===== src/rtl/decode_issue_buf.sv =====
// Two-entry elastic skid buffer between decode (producer) and execute (consumer).
// Latency: a payload accepted at edge N is presented on out_data right after edge N.
// Backpressure: in_ready drops only when both entries are full; it is a pure register decode, never combinational on out_ready.
//
// Storage is a head register (always the oldest entry, drives out_data) and a
// skid register that only catches the second payload when execute stalls.
// Payloads always enter through the head when it is free or being consumed in
// the same cycle, so streaming at one payload per cycle never touches the skid.
module decode_issue_buf #(
    parameter int DATA_W = 64,
    parameter int CNT_W  = 32
) (
    input  logic              clk,
    input  logic              reset,
    input  logic              flush,
    input  logic              in_valid,
    output logic              in_ready,
    input  logic [DATA_W-1:0] in_data,
    output logic              out_valid,
    input  logic              out_ready,
    output logic [DATA_W-1:0] out_data,
    output logic [1:0]        occupancy,
    output logic [CNT_W-1:0]  accept_cnt,
    output logic [CNT_W-1:0]  stall_cnt
);

    // One decoded-instruction payload.
    typedef logic [DATA_W-1:0] decode_data_t;

    // Encoding doubles as the occupancy count.
    typedef enum logic [1:0] {
        EMPTY = 2'd0,
        ONE   = 2'd1,
        TWO   = 2'd2
    } bufState_t;

    bufState_t    state;
    bufState_t    stateNext;
    decode_data_t headReg;
    decode_data_t skidReg;

    logic inFire;
    logic outFire;
    logic acceptEvt;
    logic stallEvt;
    logic loadHeadIn;
    logic loadHeadSkid;
    logic loadSkidIn;

    // Handshake outputs decode only the state register (and reset), so execute
    // stalling never forms a combinational loop back into decode.
    assign in_ready  = (state != TWO) & ~reset;
    assign out_valid = (state != EMPTY) & ~reset;
    assign occupancy = reset ? 2'd0 : 2'(state);
    assign out_data  = headReg;

    assign inFire  = in_valid & in_ready;
    assign outFire = out_valid & out_ready;

    // A payload offered in a flush cycle belongs to the squashed path.
    assign acceptEvt = inFire & ~flush;
    assign stallEvt  = out_valid & ~out_ready;

    // Next-state and register-load decode; flush overrides all movement.
    always_comb begin
        stateNext    = state;
        loadHeadIn   = 1'b0;
        loadHeadSkid = 1'b0;
        loadSkidIn   = 1'b0;
        case (state)
            EMPTY: begin
                if (inFire) begin
                    stateNext  = ONE;
                    loadHeadIn = 1'b1;
                end
            end
            ONE: begin
                if (inFire && outFire) begin
                    // Head leaves and is replaced in the same cycle.
                    stateNext  = ONE;
                    loadHeadIn = 1'b1;
                end else if (inFire) begin
                    stateNext  = TWO;
                    loadSkidIn = 1'b1;
                end else if (outFire) begin
                    stateNext = EMPTY;
                end
            end
            TWO: begin
                // in_ready is low here, so only the consume side can move.
                if (outFire) begin
                    stateNext    = ONE;
                    loadHeadSkid = 1'b1;
                end
            end
            default: begin
                stateNext = EMPTY;
            end
        endcase
        if (flush) begin
            stateNext    = EMPTY;
            loadHeadIn   = 1'b0;
            loadHeadSkid = 1'b0;
            loadSkidIn   = 1'b0;
        end
    end

    // State register; reset wins over flush.
    always_ff @(posedge clk) begin
        if (reset) begin
            state <= EMPTY;
        end else begin
            state <= stateNext;
        end
    end

    // Payload registers load only on an accepted or promoted payload, so
    // in_data is never sampled while in_valid is low.
    always_ff @(posedge clk) begin
        if (reset) begin
            headReg <= '0;
            skidReg <= '0;
        end else begin
            if (loadHeadIn) begin
                headReg <= in_data;
            end else if (loadHeadSkid) begin
                headReg <= skidReg;
            end
            if (loadSkidIn) begin
                skidReg <= in_data;
            end
        end
    end

    // Free-running statistics; wrap silently and survive flushes.
    always_ff @(posedge clk) begin
        if (reset) begin
            accept_cnt <= '0;
            stall_cnt  <= '0;
        end else begin
            if (acceptEvt) begin
                accept_cnt <= accept_cnt + 1'b1;
            end
            if (stallEvt) begin
                stall_cnt <= stall_cnt + 1'b1;
            end
        end
    end

endmodule


===== config.mk =====
export PLATFORM = sky130hd
export DESIGN_NAME = decode_issue_buf
export DESIGN_NICKNAME = d
export VERILOG_FILES = /design/src/rtl/decode_issue_buf.sv
export SDC_FILE = /design/constraint.sdc
export NUM_CORES = 1
export LEC_CHECK = 0
export BUFFER_PORTS_ARGS = -buffer_cell sky130_fd_sc_hd__buf_4
export CORE_MARGIN = 4
export CORE_UTILIZATION = 25
export DETAILED_ROUTE_END_ITERATION = 8
export HOLD_SLACK_MARGIN = 0.1
export PLACE_DENSITY_LB_ADDON = 0.15
export SYNTH_ARGS = -nofsm -noshare
export SYNTH_HDL_FRONTEND = slang
export SYNTH_SLANG_ARGS = --single-unit

===== constraint.sdc =====
create_clock -name clk -period 1.9 [get_ports clk]
set_input_delay 0.38 -clock clk [delete_from_list [all_inputs] [get_ports clk]]
set_output_delay 0.38 -clock clk [all_outputs]
set_load 0.02 [all_outputs]

### After elaboration in Yosys (flattened, before gate mapping)

Index checks and enable logic that the tools add are counted.

| storage, ports and cells | value |
|---|---|
| bits in registers | 194 |
| word-level logic and storage cells | 47 |

| cells by class | value |
|---|---|
| $add $sub $neg | 2 |
| equality and inequality tests | 6 |
| muxes and demuxes | 19 |
| bitwise logic cells | 9 |
| reductions and logical operators | 6 |

Operators with widths:

| kind | count |
|---|---|
| two-way mux 64 bit | 2 |
| adder 32 x 1 -> 32 bit (second input constant) | 2 |
| two-way mux 2 bit | 6 |
| two-way mux 1 bit | 9 |
| bitwise AND 1 bit | 6 |
| != test 2 bit (second input constant) | 3 |
| one-hot mux 2 bit (3 select lines) | 1 |
| != test 4 bit (second input constant) | 1 |
| nonzero test 2 bit | 2 |
| NOT 1 bit | 3 |
| AND reduction 3 bit | 1 |
| == test 2 x 1 -> 1 bit (second input constant) | 1 |
| == test 2 bit (second input constant) | 1 |
| zero test 2 bit | 1 |
| one-hot mux 1 bit (2 select lines) | 1 |
| OR reduction 2 bit | 1 |
| logical AND 1 bit | 1 |

### Logic depth before layout (Yosys ltp)

| logic depth | value |
|---|---|
| depth in word-level cells | 8 |
| mapped depth | 7 |

### Worst setup path after synthesis

OpenSTA, ideal clock, no wires.

| timing | value |
|---|---|
| path kind | reg2reg |
| start point | register accept_cnt[3] |
| end point | register accept_cnt[24] |
| library setup time | 121 ps |
| arrival | 2115 ps |
| required time | 1779 ps |
| path slack | -335 ps |
| stages on the path, launching flop included | 7 |
| buffers on the path | 2 |
| clock period less this slack | 2235 ps |
| cell sequence | dfxtp_1 > nand4_1 > or4_1 > clkbuf_1 > buf_2 > nor4_1 > mux2_2 |

| between the ends | value |
|---|---|
| word-level cells in the longest chain between the ends | 1 |

Ends and longest elaborated chain:

| item | line | source |
|---|---|---|
| from (decl) | 23 | `output logic [CNT_W-1:0] accept_cnt,` |
| from (signal assigned) | 142 | `accept_cnt <= accept_cnt + 1'b1;` |
| adder 32 x 1 -> 32 bit | 142 |  |

No other way between the ends.
A chain may end at the register's enable or synchronous reset.

### Worst setup path after layout

| timing | value |
|---|---|
| start point | register accept_cnt[10] |
| end point | register accept_cnt[22] |

The elaborated chain is that of the path after synthesis.

==> flow_summary.rst <==
.. list-table::
   :header-rows: 1

   * - Metric
     - Value
   * - Clock root buffer
     - clkbuf_16
   * - Iteration-0 DRC Markers
     - 320
   * - Net count after synthesis
     - 1,030
   * - Area share of the leading cell type in the synthesized netlist
     - 47.09%
   * - Antenna fix cells
     - 0
   * - Row cnt
     - 66
   * - Crit-path most repeated cell
     - or4_4
   * - Flops & latches, synth
     - 194
   * - Synthesized cell area
     - 0.008248 mm²
   * - Pwr dens
     - 726.2 mW/mm²
   * - Maximum clock frequency
     - about 520 MHz
   * - Residual DRC
     - 0
   * - Fin. max-slew vios
     - 0
   * - Share of layout cells above drive strength 1
     - 32.92%
   * - Synthesis-to-layout area growth
     - 41.93%
   * - Remaining number of nets flagged by the antenna check after routing
     - 0
   * - Synthesis Warnings
     - 0
   * - Worst max-slew margin expressed relative to the limit
     - between 40% and 50%
   * - Fin util
     - 35.98%
   * - Series of cell instances along the critical path
     - nand4_1, or4_4, buf_12, or4_4, a21oi_2
   * - Die boundary width
     - 189.6 µm
   * - Number of global-route vias before repair
     - 7,233
   * - Vias
     - 7,679
   * - Count of unique library cells instantiated by Yosys
     - 44
   * - Slew of the pin with the lowest slew margin
     - slightly below 0.9 ns
   * - Async S/R FF share, synth
     - 0%
   * - Clock insertion delay at the later pin of the skew report
     - 0.45 ns
   * - Max rail drop VDD
     - 0.6210 mV
   * - Delay contributed by the slowest stage of the critical path
     - 0.53 ns
   * - Arrival time of data at the critical path endpoint
     - 2.29 ns
   * - Clock tree buffer depth
     - 2
   * - Worst Clk Skew
     - between 0.01 and 0.015 ns
   * - Cell Area, Placed
     - 0.01093 mm²
   * - IO Count
     - 201
   * - Number of maximum-capacitance constraint violations
     - 0
   * - Total Nets Final
     - approximately 1,300
   * - Leak Pwr
     - 4.873 nW
   * - Number of instances in the synthesized netlist
     - 959
   * - Violations in the final reports
     - setup timing
   * - Congestion Overflow GR
     - 0
   * - Final min period
     - around 1.9 ns
   * - Sequential cell area
     - about 0.0040 mm²
   * - RePlAce Congestion
     - 0.7475
   * - Per-cell via count in the routed design
     - approximately 4.7
   * - Top flip-flop cell by instance count after synthesis
     - dfxtp_1
   * - Family with the most delay on the worst path
     - simple AND/OR/NAND/NOR gates
   * - Clk pin slew, worst setup/hold paths
     - 0.08 ns
   * - Final instance area
     - 0.01171 mm²
   * - Crit path setup slack, layout
     - -0.006839 ns
   * - Share of the yosys chip area belonging to registers
     - 47.09%
   * - Number of CTS-inserted buffers
     - 17
   * - Maximum net fanout on the critical path
     - 23
   * - Worst slack, placed
     - -0.2521 ns
   * - Count of flip-flops with a built-in enable after synthesis
     - 0
   * - Run status
     - finished, violations left
   * - Required @ worst endpoint
     - 2.28 ns
   * - Critical Setup Path Class
     - flip-flop to flip-flop
   * - Syn Area/Cell
     - 8.601 µm²
   * - First drt pass iteration count
     - 5
   * - Clock sink count
     - 194
   * - CTS tree
     - yes
   * - Setup repair after global routing missed its margin
     - true
   * - Synth area leader
     - dfxtp_1
   * - CP Launch Type
     - flip-flop
   * - Overall fraction of global-route tracks in use
     - a little over an eighth
   * - Layout filler cell count
     - 3,449
   * - Initial Util
     - 25.35%
   * - Detailed placement HPWL
     - about 17 mm
   * - Multi-input gate area
     - 0.004232 mm²
   * - First-pass GRT wire length
     - 39.43 mm
   * - Full die area
     - 0.03596 mm²
   * - Setup violation total in the final timing report
     - 2
   * - Sum of routed wire length over all layers
     - 25.93 mm
   * - Count of input and output buffers
     - 200
   * - Core box area
     - between 0.03 and 0.04 mm²
   * - Final number of hold-violating endpoints
     - 0
   * - Antenna violations before repair
     - 0
   * - Largest net degree at the start of global routing
     - 110
   * - Endpoint kind of the worst setup timing path
     - flip-flop
   * - Master of the slowest instance on the critical path
     - or4_4
   * - Final Hold Slack
     - 0.1775 ns
   * - Total power
     - 8.501 mW
   * - Share of the clock period used by the worst path
     - 100.4%
   * - Buffering stage count on the worst path with inverters included
     - 1
   * - Hold/Removal Path Class
     - input pin to flip-flop
   * - Average wire per cell in the routed design
     - 15.71 µm
   * - # H-tree levels
     - 4
   * - Cells taking the most area after synthesis
     - dfxtp_1 47%, mux2i_1 8.1%, nand2_1 6.8%
   * - Die extent in y
     - ~190 µm
metal layers:
metal  global-route usage [%]  part of all wire [%]
met5                        0                     0
met3                    6.202                   8.4
met1                    17.19                    46
met4                    3.200                  0.91
met2                    21.50                    44
placed cells by master, fill, tap and decap left out, types with 3 or more instances in the layout:
cell type	netlist	layout
mux2_2	7	7
and3_1	3	3
or2_2	3	3
buf_4	0	281
dfxtp_4	0	14
buf_12	0	9
nor3_1	4	4
nand2b_1	6	5
and4_1	7	7
inv_6	0	4
dfxtp_1	194	169
or4_1	32	20
nor4_4	0	3
clkinv_2	0	3
xnor2_1	8	8
nand4_1	16	16
o21ai_0	11	8
a21oi_1	104	98
o21ai_1	0	3
mux2i_1	67	67
nand2_1	150	150
or4_4	0	13
o31ai_1	26	26
nand3_1	22	21
inv_8	0	4
and2_1	4	4
clkbuf_16	0	18
or3_1	11	11
nor2b_1	9	8
a21oi_2	0	6
nor2_1	89	89
inv_1	10	9
nor4_2	1	6
xor2_1	7	7
a211oi_1	64	64
dfxtp_2	0	11
report_power, final:
| part | internal (mW) | switching (mW) |
|---|---|---|
| Combinational | 0.319 | 0.378 |
| Sequential | 4.13 | 0.0517 |
| Clock | 1.85 | 1.77 |
path summary, 6_finish.rpt:
path / cells after the start / slack [ns] / endpoint / startpoint
min reg2reg: 2 / 0.45 / skidReg[32] / skidReg[32]
max: 5 / -0.007 / accept_cnt[22] / accept_cnt[10]
max reg2reg: 5 / -0.007 / accept_cnt[22] / accept_cnt[10]
min: 3 / 0.18 / skidReg[32] / in_data[32]
cell usage after synthesis (all sizes together), types with 7 or more instances:
master and instances:
clkbuf 66, a211oi 64, nand2 150, mux2i 67, nor2b 9, nor2 89
and4 7, xor2 7, dfxtp 194, inv 10, buf 11, xnor2 8
o21ai 11, nand4 17, a21oi 104, nand3 22, or4 32, o31ai 26
mux2 7, nor4 11, or3 11
kinds of logic after synthesis:
| logic type | count (synthesis) | synth area share [%] |
|---|---|---|
| adder cells (fa/ha/maj) | 2 | 0.3033 |
| multiplexers | 74 | 9.087 |
| flip-flops | 194 | 47.09 |
| buffers and inverters | 87 | 4.126 |
| XOR/XNOR | 15 | 1.593 |
| AND/OR/NAND/NOR | 376 | 22.00 |
| AO/OA/AOI/OAI | 211 | 15.81 |
through the flow:
stage                       TNS, ns  std cells
final                     -0.007694       1651
after global routing        -0.4629       1651
after CTS                         0       1647
after detailed placement     -23.41       1612
after global placement       -21.70       1612
after floorplan              -1.730        959
timing repair:
| action | in CTS | in global routing |
|---|---|---|
| buffers inserted | 3 | 2 |
| hold buffers | 0 | 0 |
| pin swaps | 4 | 2 |
| endpoints found under the setup margin | 77 | 44 |
| gates resized for setup | 13 | 24 |
| gates cloned | 0 | 2 |
registers in the layout (all words and copies together) (netlist names):
| register | cells |
|---|---|
| skidReg | 64 |
| accept_cnt | 32 |
| out_data | 64 |
| state | 2 |
| stall_cnt | 32 |
tightest hold or removal path, delay by kind of cell:
kind / cells / cell delay (ns)
compound gates: 1 / 0.05
buf+inv: 1 / 0.11
simple gates: 1 / 0.05
cell type report:
| class | instances | area share, % |
|---|---|---|
| Clock inverter | 14 | 1.197 |
| Timing Repair Buffer | 294 | 20.20 |
| Multi-Input combinational cell | 679 | 36.15 |
| Sequential cell | 194 | 33.74 |
| Tap cell | 442 | 4.724 |
| Clock buffer | 18 | 3.666 |
| Inverter | 10 | 0.3207 |
Note: power is estimated with default switching activity, not from simulation.
